--- src/rtl/ps2_key_mover.sv ---
// ps2_key_mover: PS/2 keyboard front end that moves an on-screen object and
// selects its colour.
//   - two-flop synchronisers on PS2_CLK / PS2_DATA, falling-edge detect
//   - frame receiver (start, 8 data bits LSB first, odd parity, stop) with
//     an inter-edge timeout
//   - E0 / F0 prefix decoder producing one key event per non-prefix byte
//   - radius-aware, bounded movement on arrow keys and two-stage colour select
// Optional build macro: TYPEMATIC_MOVE_EN makes arrow keys move on press
// events (typematic repeat gives continuous motion) instead of on release.
module ps2_key_mover #(
  parameter int POS_W       = 11,
  parameter int X_MAX       = 640,
  parameter int Y_MAX       = 480,
  parameter int X_INIT      = 320,
  parameter int Y_INIT      = 240,
  parameter int STEP        = 5,
  parameter int MARGIN      = 5,
  parameter int RSCALE      = 5,
  parameter int TIMEOUT_CYC = 100000
) (
  input  logic             CLK,
  input  logic             reset,
  input  logic             PS2_CLK,
  input  logic             PS2_DATA,
  input  logic [2:0]       radius,
  output logic [1:0]       color,
  output logic [POS_W-1:0] ball_x,
  output logic [POS_W-1:0] ball_y,
  output logic             key_valid,
  output logic [7:0]       key_code,
  output logic             key_break,
  output logic             key_ext,
  output logic             frame_err
);

  localparam int BW   = POS_W + 2;
  localparam int TO_W = $clog2(TIMEOUT_CYC + 1);

  localparam logic signed [BW-1:0] STEP_S   = BW'(STEP);
  localparam logic signed [BW-1:0] MARGIN_S = BW'(MARGIN);
  localparam logic signed [BW-1:0] XLIM_S   = BW'(X_MAX - MARGIN);
  localparam logic signed [BW-1:0] YLIM_S   = BW'(Y_MAX - MARGIN);
  localparam logic [TO_W-1:0]      TO_LAST  = TO_W'(TIMEOUT_CYC - 1);

  localparam logic [7:0] CODE_EXT   = 8'hE0;
  localparam logic [7:0] CODE_BRK   = 8'hF0;
  localparam logic [7:0] CODE_UP    = 8'h75;
  localparam logic [7:0] CODE_DOWN  = 8'h72;
  localparam logic [7:0] CODE_LEFT  = 8'h6B;
  localparam logic [7:0] CODE_RIGHT = 8'h74;
  localparam logic [7:0] CODE_COL1  = 8'h16;
  localparam logic [7:0] CODE_COL2  = 8'h1E;
  localparam logic [7:0] CODE_COL3  = 8'h26;
  localparam logic [7:0] CODE_ENTER = 8'h5A;

  typedef enum logic [1:0] {
    IDLE,
    DATA,
    PARITY,
    STOP
  } rx_state_t;

  // synchroniser and edge-detect state
  logic clk_ff1, clk_ff2, clk_prev;
  logic dat_ff1, dat_ff2;
  logic ps2_fall;

  // receiver state
  rx_state_t       rx_state;
  logic [2:0]      bit_cnt;
  logic [7:0]      shift_reg;
  logic            par_bit;
  logic [TO_W-1:0] to_cnt;
  logic            byte_ok;
  logic [7:0]      rx_byte;

  // decoder state
  logic ext_pend, brk_pend;

  // movement / colour state
  logic       move_evt;
  logic [1:0] pending;
  logic       up_ok, down_ok, left_ok, right_ok;
  logic signed [BW-1:0] x_s, y_s, r_s;

  // Two-flop synchronisers plus one history flop for edge detection; idle-high reset
  always_ff @(posedge CLK) begin
    if (reset) begin
      clk_ff1  <= 1'b1;
      clk_ff2  <= 1'b1;
      clk_prev <= 1'b1;
      dat_ff1  <= 1'b1;
      dat_ff2  <= 1'b1;
    end else begin
      clk_ff1  <= PS2_CLK;
      clk_ff2  <= clk_ff1;
      clk_prev <= clk_ff2;
      dat_ff1  <= PS2_DATA;
      dat_ff2  <= dat_ff1;
    end
  end

  assign ps2_fall = clk_prev & ~clk_ff2;

  // Frame receiver FSM with inter-edge timeout; byte_ok / frame_err are one-cycle pulses
  always_ff @(posedge CLK) begin
    if (reset) begin
      rx_state  <= IDLE;
      bit_cnt   <= '0;
      shift_reg <= '0;
      par_bit   <= 1'b0;
      to_cnt    <= '0;
      byte_ok   <= 1'b0;
      rx_byte   <= '0;
      frame_err <= 1'b0;
    end else begin
      byte_ok   <= 1'b0;
      frame_err <= 1'b0;

      if (rx_state == IDLE || ps2_fall) begin
        to_cnt <= '0;
      end else begin
        to_cnt <= to_cnt + 1'b1;
      end

      if (rx_state != IDLE && !ps2_fall && to_cnt == TO_LAST) begin
        // keyboard went quiet mid-frame: drop the partial byte
        frame_err <= 1'b1;
        rx_state  <= IDLE;
        to_cnt    <= '0;
      end else if (ps2_fall) begin
        unique case (rx_state)
          IDLE: begin
            if (!dat_ff2) begin
              rx_state <= DATA;
              bit_cnt  <= '0;
            end
          end
          DATA: begin
            shift_reg <= {dat_ff2, shift_reg[7:1]};
            bit_cnt   <= bit_cnt + 1'b1;
            if (bit_cnt == 3'd7) begin
              rx_state <= PARITY;
            end
          end
          PARITY: begin
            par_bit  <= dat_ff2;
            rx_state <= STOP;
          end
          STOP: begin
            if ((^{shift_reg, par_bit}) && dat_ff2) begin
              byte_ok <= 1'b1;
              rx_byte <= shift_reg;
            end else begin
              frame_err <= 1'b1;
            end
            rx_state <= IDLE;
          end
          default: rx_state <= IDLE;
        endcase
      end
    end
  end

  // Prefix decoder: E0/F0 arm pending flags, any other byte emits a key event
  always_ff @(posedge CLK) begin
    if (reset) begin
      key_valid <= 1'b0;
      key_code  <= '0;
      key_break <= 1'b0;
      key_ext   <= 1'b0;
      ext_pend  <= 1'b0;
      brk_pend  <= 1'b0;
    end else begin
      key_valid <= 1'b0;
      if (frame_err) begin
        ext_pend <= 1'b0;
        brk_pend <= 1'b0;
      end else if (byte_ok) begin
        if (rx_byte == CODE_EXT) begin
          ext_pend <= 1'b1;
        end else if (rx_byte == CODE_BRK) begin
          brk_pend <= 1'b1;
        end else begin
          key_valid <= 1'b1;
          key_code  <= rx_byte;
          key_break <= brk_pend;
          key_ext   <= ext_pend;
          ext_pend  <= 1'b0;
          brk_pend  <= 1'b0;
        end
      end
    end
  end

`ifdef TYPEMATIC_MOVE_EN
  assign move_evt = key_valid & ~key_break;
`else
  assign move_evt = key_valid & key_break;
`endif

  // Signed bound checks at POS_W+2 bits so the subtractions cannot wrap
  always_comb begin
    x_s      = $signed({2'b00, ball_x});
    y_s      = $signed({2'b00, ball_y});
    r_s      = $signed(BW'(radius) * BW'(RSCALE));
    up_ok    = (y_s - STEP_S - r_s) >= MARGIN_S;
    down_ok  = (y_s + STEP_S + r_s) <= YLIM_S;
    left_ok  = (x_s - STEP_S - r_s) >= MARGIN_S;
    right_ok = (x_s + STEP_S + r_s) <= XLIM_S;
  end

  // Object position: one step per accepted arrow event, out-of-bound moves dropped
  always_ff @(posedge CLK) begin
    if (reset) begin
      ball_x <= POS_W'(X_INIT);
      ball_y <= POS_W'(Y_INIT);
    end else if (move_evt) begin
      if (key_code == CODE_UP && up_ok) begin
        ball_y <= ball_y - POS_W'(STEP);
      end
      if (key_code == CODE_DOWN && down_ok) begin
        ball_y <= ball_y + POS_W'(STEP);
      end
      if (key_code == CODE_LEFT && left_ok) begin
        ball_x <= ball_x - POS_W'(STEP);
      end
      if (key_code == CODE_RIGHT && right_ok) begin
        ball_x <= ball_x + POS_W'(STEP);
      end
    end
  end

  // Colour select: number keys pick a pending colour, Enter commits it (release only)
  always_ff @(posedge CLK) begin
    if (reset) begin
      color   <= 2'd1;
      pending <= 2'd1;
    end else if (key_valid && key_break) begin
      if (key_code == CODE_COL1) begin
        pending <= 2'd1;
      end
      if (key_code == CODE_COL2) begin
        pending <= 2'd2;
      end
      if (key_code == CODE_COL3) begin
        pending <= 2'd3;
      end
      if (key_code == CODE_ENTER) begin
        color <= pending;
      end
    end
  end

endmodule

--- config.mk ---
export PLATFORM = sky130hd
export DESIGN_NAME = ps2_key_mover
export DESIGN_NICKNAME = d
export VERILOG_FILES = /design/src/rtl/ps2_key_mover.sv
export SDC_FILE = /design/constraint.sdc
export NUM_CORES = 1
export LEC_CHECK = 0
export CORE_MARGIN = 1.5
export CORE_UTILIZATION = 55
export DETAILED_ROUTE_END_ITERATION = 6
export GPL_TIMING_DRIVEN = 1
export MAX_ROUTING_LAYER = met4
export PLACE_DENSITY = 0.85
export RECOVER_POWER = 25
export SLEW_MARGIN = 20
export SYNTH_ARGS = -nofsm -noshare
export SYNTH_HDL_FRONTEND = slang
export SYNTH_SLANG_ARGS = --single-unit
--- constraint.sdc ---
create_clock -name CLK -period 10.9 [get_ports CLK]
set_input_delay 2.18 -clock CLK [delete_from_list [all_inputs] [get_ports CLK]]
set_output_delay 2.18 -clock CLK [all_outputs]
set_load 0.02 [all_outputs]
After elaboration in Yosys (flattened, before gate mapping)
Cells that the tools add are included.
{"block": "classes", "multipliers": 1, "order_cmp": 4, "bitwise_logic": 10, "eq_ne": 18, "n_addsub": 14, "muxes": 21, "reduce_logical": 34}
{"op": "$mux 11", "n": 4}
{"op": "$eq 8x7->1 const B", "n": 5}
{"op": "$add 12x6->13", "n": 2}
{"op": "$ge 13x4->1 const B", "n": 2}
{"op": "$sub 12x7->13", "n": 2}
{"op": "$add 11x3->12 const B", "n": 2}
{"op": "$sub 11x3->12 const B", "n": 2}
{"op": "$add 11x3->11 const B", "n": 2}
{"op": "$sub 11x3->11 const B", "n": 2}
{"op": "$add 17x1->17 const B", "n": 1}
{"op": "$eq 17x17->1 const B", "n": 1}
{"op": "$eq 8x5->1 const B", "n": 2}
{"op": "$eq 8x8->1 const B", "n": 2}
{"op": "$le 13x10->1 const B", "n": 1}
{"op": "$le 13x11->1 const B", "n": 1}
{"op": "$reduce_and 2->1", "n": 6}
{"op": "$reduce_and 4->1", "n": 3}
{"op": "$mux 2", "n": 5}
{"op": "$mux 1", "n": 9}
{"op": "$reduce_and 3->1", "n": 3}
{"op": "$reduce_xor 9->1", "n": 1}
{"op": "$eq 8x6->1 const B", "n": 1}
{"op": "$logic_and 1x1->1", "n": 8}
{"op": "$not 1->1", "n": 8}
{"op": "other kinds (18)", "n": 27}
{"block": "totals", "ff_bits": 85, "in_bits": 7, "wordCells": 125}

Longest topological paths before layout
{"block": "logic_depth", "ltp_word": 7, "ltp_mapped": 21}

Worst setup path after synthesis
OpenSTA, ideal clock, no wires.
{"block": "synth_path", "kind": "input to register", "start": "in radius[0]", "end": "reg ball_x[10]", "required_time_ps": 10766, "setup_ps": 134, "path_buffers": 0, "slack_ps": 3544, "cell_stages": 21, "arrival_ps": 7222, "cell_sequence": "ha_1 > ha_1 > ha_1 > ha_1 > ha_1 > a211oi_1 > o21bai_1 > a21o_1 > or4_1 > a21o_1 > a31oi_1 > inv_1 > fa_1 > a21o_1 > a21oi_1 > o21bai_1 > a2111o_1 > a41oi_1 > nor3_1 > o311a_1 > or4_1"}
{"block": "synth_via", "elab_chain_len": 6}
{"item": "start, declared", "line": "25", "source": "input logic [2:0] radius,"}
{"item": "$mul 3x3->6 *", "line": "206", "source": "r_s = $signed(BW'(radius) * BW'(RSCALE));"}
{"item": "$sub 12x7->13 / $add 12x6->13 (equally long branches)", "line": "209, 210"}
{"item": "$ge 13x4->1 / $le 13x11->1 (equally long branches)", "line": "209, 210"}
{"item": "$logic_and 1x1->1, on equally long branches", "line": "225, 228"}
{"item": "$reduce_bool 2->1 (no source line)"}
{"item": "$reduce_and 2->1 (no source line)"}
{"item": "end signal, assigned", "line": "216", "source": "ball_x <= POS_W'(X_INIT);"}
{"item": "end signal, assigned", "line": "226", "source": "ball_x <= ball_x - POS_W'(STEP);"}
{"item": "end signal, assigned", "line": "229", "source": "ball_x <= ball_x + POS_W'(STEP);"}
{"item": "end, declared", "line": "27", "source": "output logic [POS_W-1:0] ball_x,"}
Every way passes the cells marked *; elsewhere a longest branch is shown, timed or not.
A chain may end at the register's enable or synchronous reset.

Final worst setup path
Same ends and word-level chain as after synthesis.

==> impl_metrics.xml <==
<?xml version="1.0" encoding="UTF-8"?>
<metrics>
  <group name="power_and_ir_drop">
    <metric name="p_leak" unit="nW">2.804</metric>
    <metric name="pwr_density_cell" unit="nW/µm²">99.75</metric>
    <metric name="post-layout-total-power" unit="mW">0.7119</metric>
    <metric name="vdd.ir_drop.worst" unit="V">0.0001274</metric>
  </group>
  <group name="placement">
    <metric name="hpwl_dp" unit="µm">11380</metric>
    <metric name="buffer_ports.inserted" unit="">42</metric>
    <metric name="gp_congestion" unit="">0.8861</metric>
    <metric name="placed_area" unit="µm²">6819</metric>
    <metric name="pre_cts_slack" unit="ns">2.486</metric>
  </group>
  <group name="critical_path">
    <metric name="startpoint" unit="">radius[0]</metric>
    <metric name="setup.worst_path.start_class" unit="">primary input</metric>
    <metric name="crit_path_end" unit="">ball_x[10]</metric>
    <metric name="timing.critical_path.fanout_max" unit="">9</metric>
    <metric name="cell_count_of_the_worst_reg_to_reg_path" unit="">19</metric>
    <metric name="crit_required" unit="ns">11.11</metric>
    <metric name="timing.critical_path.arrival" unit="ns">8.45</metric>
    <metric name="criticalPathCategory" unit="">in -&gt; reg</metric>
    <metric name="timing.rr.end" unit="">ball_x[10]</metric>
    <metric name="rrSetupSlack" unit="ns">4.82</metric>
    <metric name="cp_endpoint_kind" unit="">flop</metric>
    <metric name="crit-reg2reg-launch" unit="">ball_x[1]</metric>
  </group>
  <group name="outcome">
    <metric name="violations" unit="">max-capacitance violations, max-slew violations</metric>
    <metric name="status" unit="">finished, violations left</metric>
  </group>
  <group name="floorplan">
    <metric name="die_width" unit="µm">109.8</metric>
    <metric name="die-height" unit="µm">109.8</metric>
    <metric name="core_area" unit="µm²">10980</metric>
    <metric name="num_io_pins" unit="">43</metric>
    <metric name="start_util" unit="%">57.15</metric>
    <metric name="die-area" unit="µm²">12060</metric>
    <metric name="core.rowCount" unit="">38</metric>
  </group>
  <group name="timing">
    <metric name="finalWorstPathRequiredPeriod" unit="ns">8.235</metric>
    <metric name="slew_headroom" unit="%">-71.34</metric>
    <metric name="setup_viol_count_final" unit="">0</metric>
    <metric name="report.final.slew_viol_count" unit="">59</metric>
    <metric name="setup-tns-final" unit="ns">0</metric>
    <metric name="tightest_slew" unit="ns">2.570</metric>
    <metric name="max_clock_freq" unit="GHz">0.1214</metric>
    <metric name="report.final.hold_viol_count" unit="">0</metric>
    <metric name="worst_clock_skew" unit="ns">0.007765</metric>
    <metric name="whs" unit="ns">0.4112</metric>
    <metric name="final.setup.worst_slack" unit="ns">2.665</metric>
    <metric name="final_min_period_over_clock_period" unit="%">75.55</metric>
    <metric name="rsz0062_at_grt" unit="">no</metric>
  </group>
  <group name="synth">
    <metric name="synth_seq_area_share" unit="%">27.11</metric>
    <metric name="yosys_register_bits" unit="">85</metric>
    <metric name="synthArstFlopShare" unit="%">0</metric>
    <metric name="synth-edff-count" unit="">0</metric>
    <metric name="synth.area.top_cells" unit="">dfxtp_1 27%, ha_1 13%, xnor2_1 5.0%</metric>
    <metric name="post_synthesis_average_cell_area" unit="µm²">8.292</metric>
    <metric name="synth_cells" unit="">757</metric>
    <metric name="synth.net_count" unit="">833</metric>
    <metric name="synth_top_flop_cell" unit="">dfxtp_1</metric>
    <metric name="syn_area" unit="µm²">6277</metric>
    <metric name="synth_top_cell_by_area" unit="">dfxtp_1</metric>
    <metric name="netlist-cell-type-count" unit="">71</metric>
    <metric name="synth-warning-count" unit="">0</metric>
    <metric name="netlist.area_leader.share" unit="%">27.11</metric>
  </group>
  <group name="detailed_routing">
    <metric name="first_iter_violations" unit="">380</metric>
    <metric name="drtPass1Iterations" unit="">5</metric>
    <metric name="vias_after_detailed_routing" unit="">5770</metric>
    <metric name="routed_wire_length_per_instance" unit="µm">16.53</metric>
    <metric name="route.detailed.drc" unit="">0</metric>
    <metric name="antenna_left" unit="">0</metric>
    <metric name="routed_wl" unit="µm">15480</metric>
    <metric name="vias_per_cell" unit="">6.158</metric>
  </group>
  <group name="global_routing">
    <metric name="grt.busiest_layer" unit="">met2</metric>
    <metric name="globalRouteMet2Util" unit="%">47.03</metric>
    <metric name="grt_pass1_wl" unit="µm">26010</metric>
    <metric name="overall_routing_resource_usage" unit="%">27.56</metric>
    <metric name="grt_max_degree" unit="">59</metric>
    <metric name="first_global_vias" unit="">5738</metric>
    <metric name="met1_usage" unit="%">32.92</metric>
    <metric name="grt_remaining_overflow" unit="">0</metric>
    <metric name="grt_antenna_before_repair" unit="">0</metric>
    <metric name="grt.met3_usage" unit="%">4.979</metric>
  </group>
  <group name="final_layout">
    <metric name="register_containing_the_most_flip_flops_in_the_final_layout" unit="">to_cnt</metric>
    <metric name="fin_area" unit="µm²">7137</metric>
    <metric name="antenna_cells_inserted" unit="">0</metric>
    <metric name="layout_commonest_cell" unit="">dfxtp_1</metric>
    <metric name="multi_input_comb_area" unit="µm²">4350</metric>
    <metric name="signed_area_change_from_the_synthesized_netlist_to_the_final_layout" unit="%">13.69</metric>
    <metric name="final_net_count" unit="">869</metric>
    <metric name="largest_register_ff_count" unit="">17</metric>
    <metric name="n_fill_cell" unit="">873</metric>
    <metric name="reg_top3" unit="">to_cnt: 17 flops, ball_x: 11 flops, ball_y: 11 flops</metric>
    <metric name="mostFrequentLayoutCells" unit="">85 x dfxtp_1, 69 x nor2_1, 63 x ha_1, 55 x a21oi_1, 41 x clkdlybuf4s50_1</metric>
    <metric name="final_layout_size_suffix_gt1_share" unit="%">4.642</metric>
    <metric name="seq_area" unit="µm²">1702</metric>
  </group>
  <group name="clock_network">
    <metric name="cts.repair_timing.setup_buffer_count" unit="">0</metric>
    <metric name="clock-root-buffer" unit="">clkbuf_16</metric>
    <metric name="cts_made_buffers" unit="">9</metric>
    <metric name="cts_tree" unit="">yes</metric>
    <metric name="total_number_of_h_tree_levels" unit="">3</metric>
    <metric name="hold_buffers" unit="">0</metric>
    <metric name="worst_skew_pair.late_latency" unit="ns">0.34</metric>
    <metric name="clk_pin_slew" unit="ns">0.07</metric>
    <metric name="buffers_from_clock_root_to_sink_at_most" unit="">2</metric>
    <metric name="clock-sinks" unit="">85</metric>
    <metric name="resized_gates_after_cts" unit="">0</metric>
  </group>
  <group name="worst_hold_path">
    <metric name="hold_path.class" unit="">reg -&gt; reg</metric>
  </group>
  <group name="run">
    <metric name="maxCapViolations" unit="">1</metric>
  </group>
</metrics>
## cell families (layout without fill, tap and decap cells)
group	count (synthesis)	after routing	synth area share (%)
XOR/XNOR	58	58	8.092
buffers and inverters	60	100	3.588
AND/OR/NAND/NOR	268	268	22.10
multiplexers	23	23	3.668
AO/OA/AOI/OAI	194	194	20.97
adder cells (fa/ha/maj)	69	69	14.47
flip-flops	85	85	27.11
## power by group
| group | switching [mW] | internal (mW) | total [mW] |
|---|---|---|---|
| registers | 0.000795 | 0.312 | 0.313 |
| logic | 0.0400 | 0.0288 | 0.0687 |
| clock network | 0.128 | 0.202 | 0.331 |
| total | 0.169 | 0.543 | 0.712 |
## stage by stage
stage          instances  utilization (%)
2_1_floorplan        757                -
3_3_place_gp         922            62.09
3_5_place_dp         922            62.09
4_1_cts              937            65.01
5_1_grt              937            64.98
6_report             937            64.98
## worst min path at each step
| stage | to | start | slack (ns) | depth (start not counted) |
|---|---|---|---|---|
| 2_1_floorplan | clk_ff2 | clk_ff1 | 0.39 | 1 |
| 3_3_place_gp | dat_ff2 | dat_ff1 | 0.39 | 1 |
| 3_5_place_dp | clk_ff2 | clk_ff1 | 0.40 | 1 |
| 4_1_cts | clk_ff2 | clk_ff1 | 0.41 | 1 |
| 5_1_grt | dat_ff2 | dat_ff1 | 0.44 | 1 |
| 6_report | clk_ff2 | clk_ff1 | 0.41 | 1 |
## per-layer routing
metal	wire length, µm	vias to the layer above	part of all wire [%]
met5	0	-	0
met4	236	0	1.5
met3	863	28	5.6
met2	7587	190	49
met1	6796	2691	44
li1	-	2861	-
## critical path: stages
cell and delay (ns):
clkdlybuf4s50_1 0.48, ha_1 0.24, ha_1 0.21, ha_1 0.33, ha_1 0.30, ha_1 0.28
a211oi_1 0.25, o21bai_1 0.13, a21o_1 0.23, or4_1 0.51, a21o_1 0.22, a31oi_1 0.27
inv_1 0.25, fa_1 0.46, a21o_1 0.17, a21oi_1 0.23, o21bai_1 0.11, a2111o_1 0.43
a41oi_1 0.34, nor3_1 0.09, o311a_1 0.24, or4_1 0.50
## cell usage after synthesis (10+ instances only)
cell type  number
a211oi_1       10
a21o_1         15
a21oi_1        55
clkbuf_1       20
dfxtp_1        85
ha_1           63
inv_1          38
mux2i_1        23
nand2_1        39
nand2b_1       10
nand3_1        37
nand4_1        14
nor2_1         69
nor3_1         25
nor4_1         11
o21a_1         12
o21ai_0        19
o21ai_1        10
o31ai_1        11
or2_2          12
xnor2_1        36
xor2_1         22
## cell type report
type | count | share of cell area (%)
Clock inverter | 6 | 1.350
Tap cell | 140 | 2.454
Inverter | 39 | 2.051
Timing Repair Buffer | 46 | 6.189
Clock buffer | 9 | 3.156
Multi-Input combinational cell | 612 | 60.96
Sequential cell | 85 | 23.84
No activity file was read; power rests on OpenSTA's default activity.
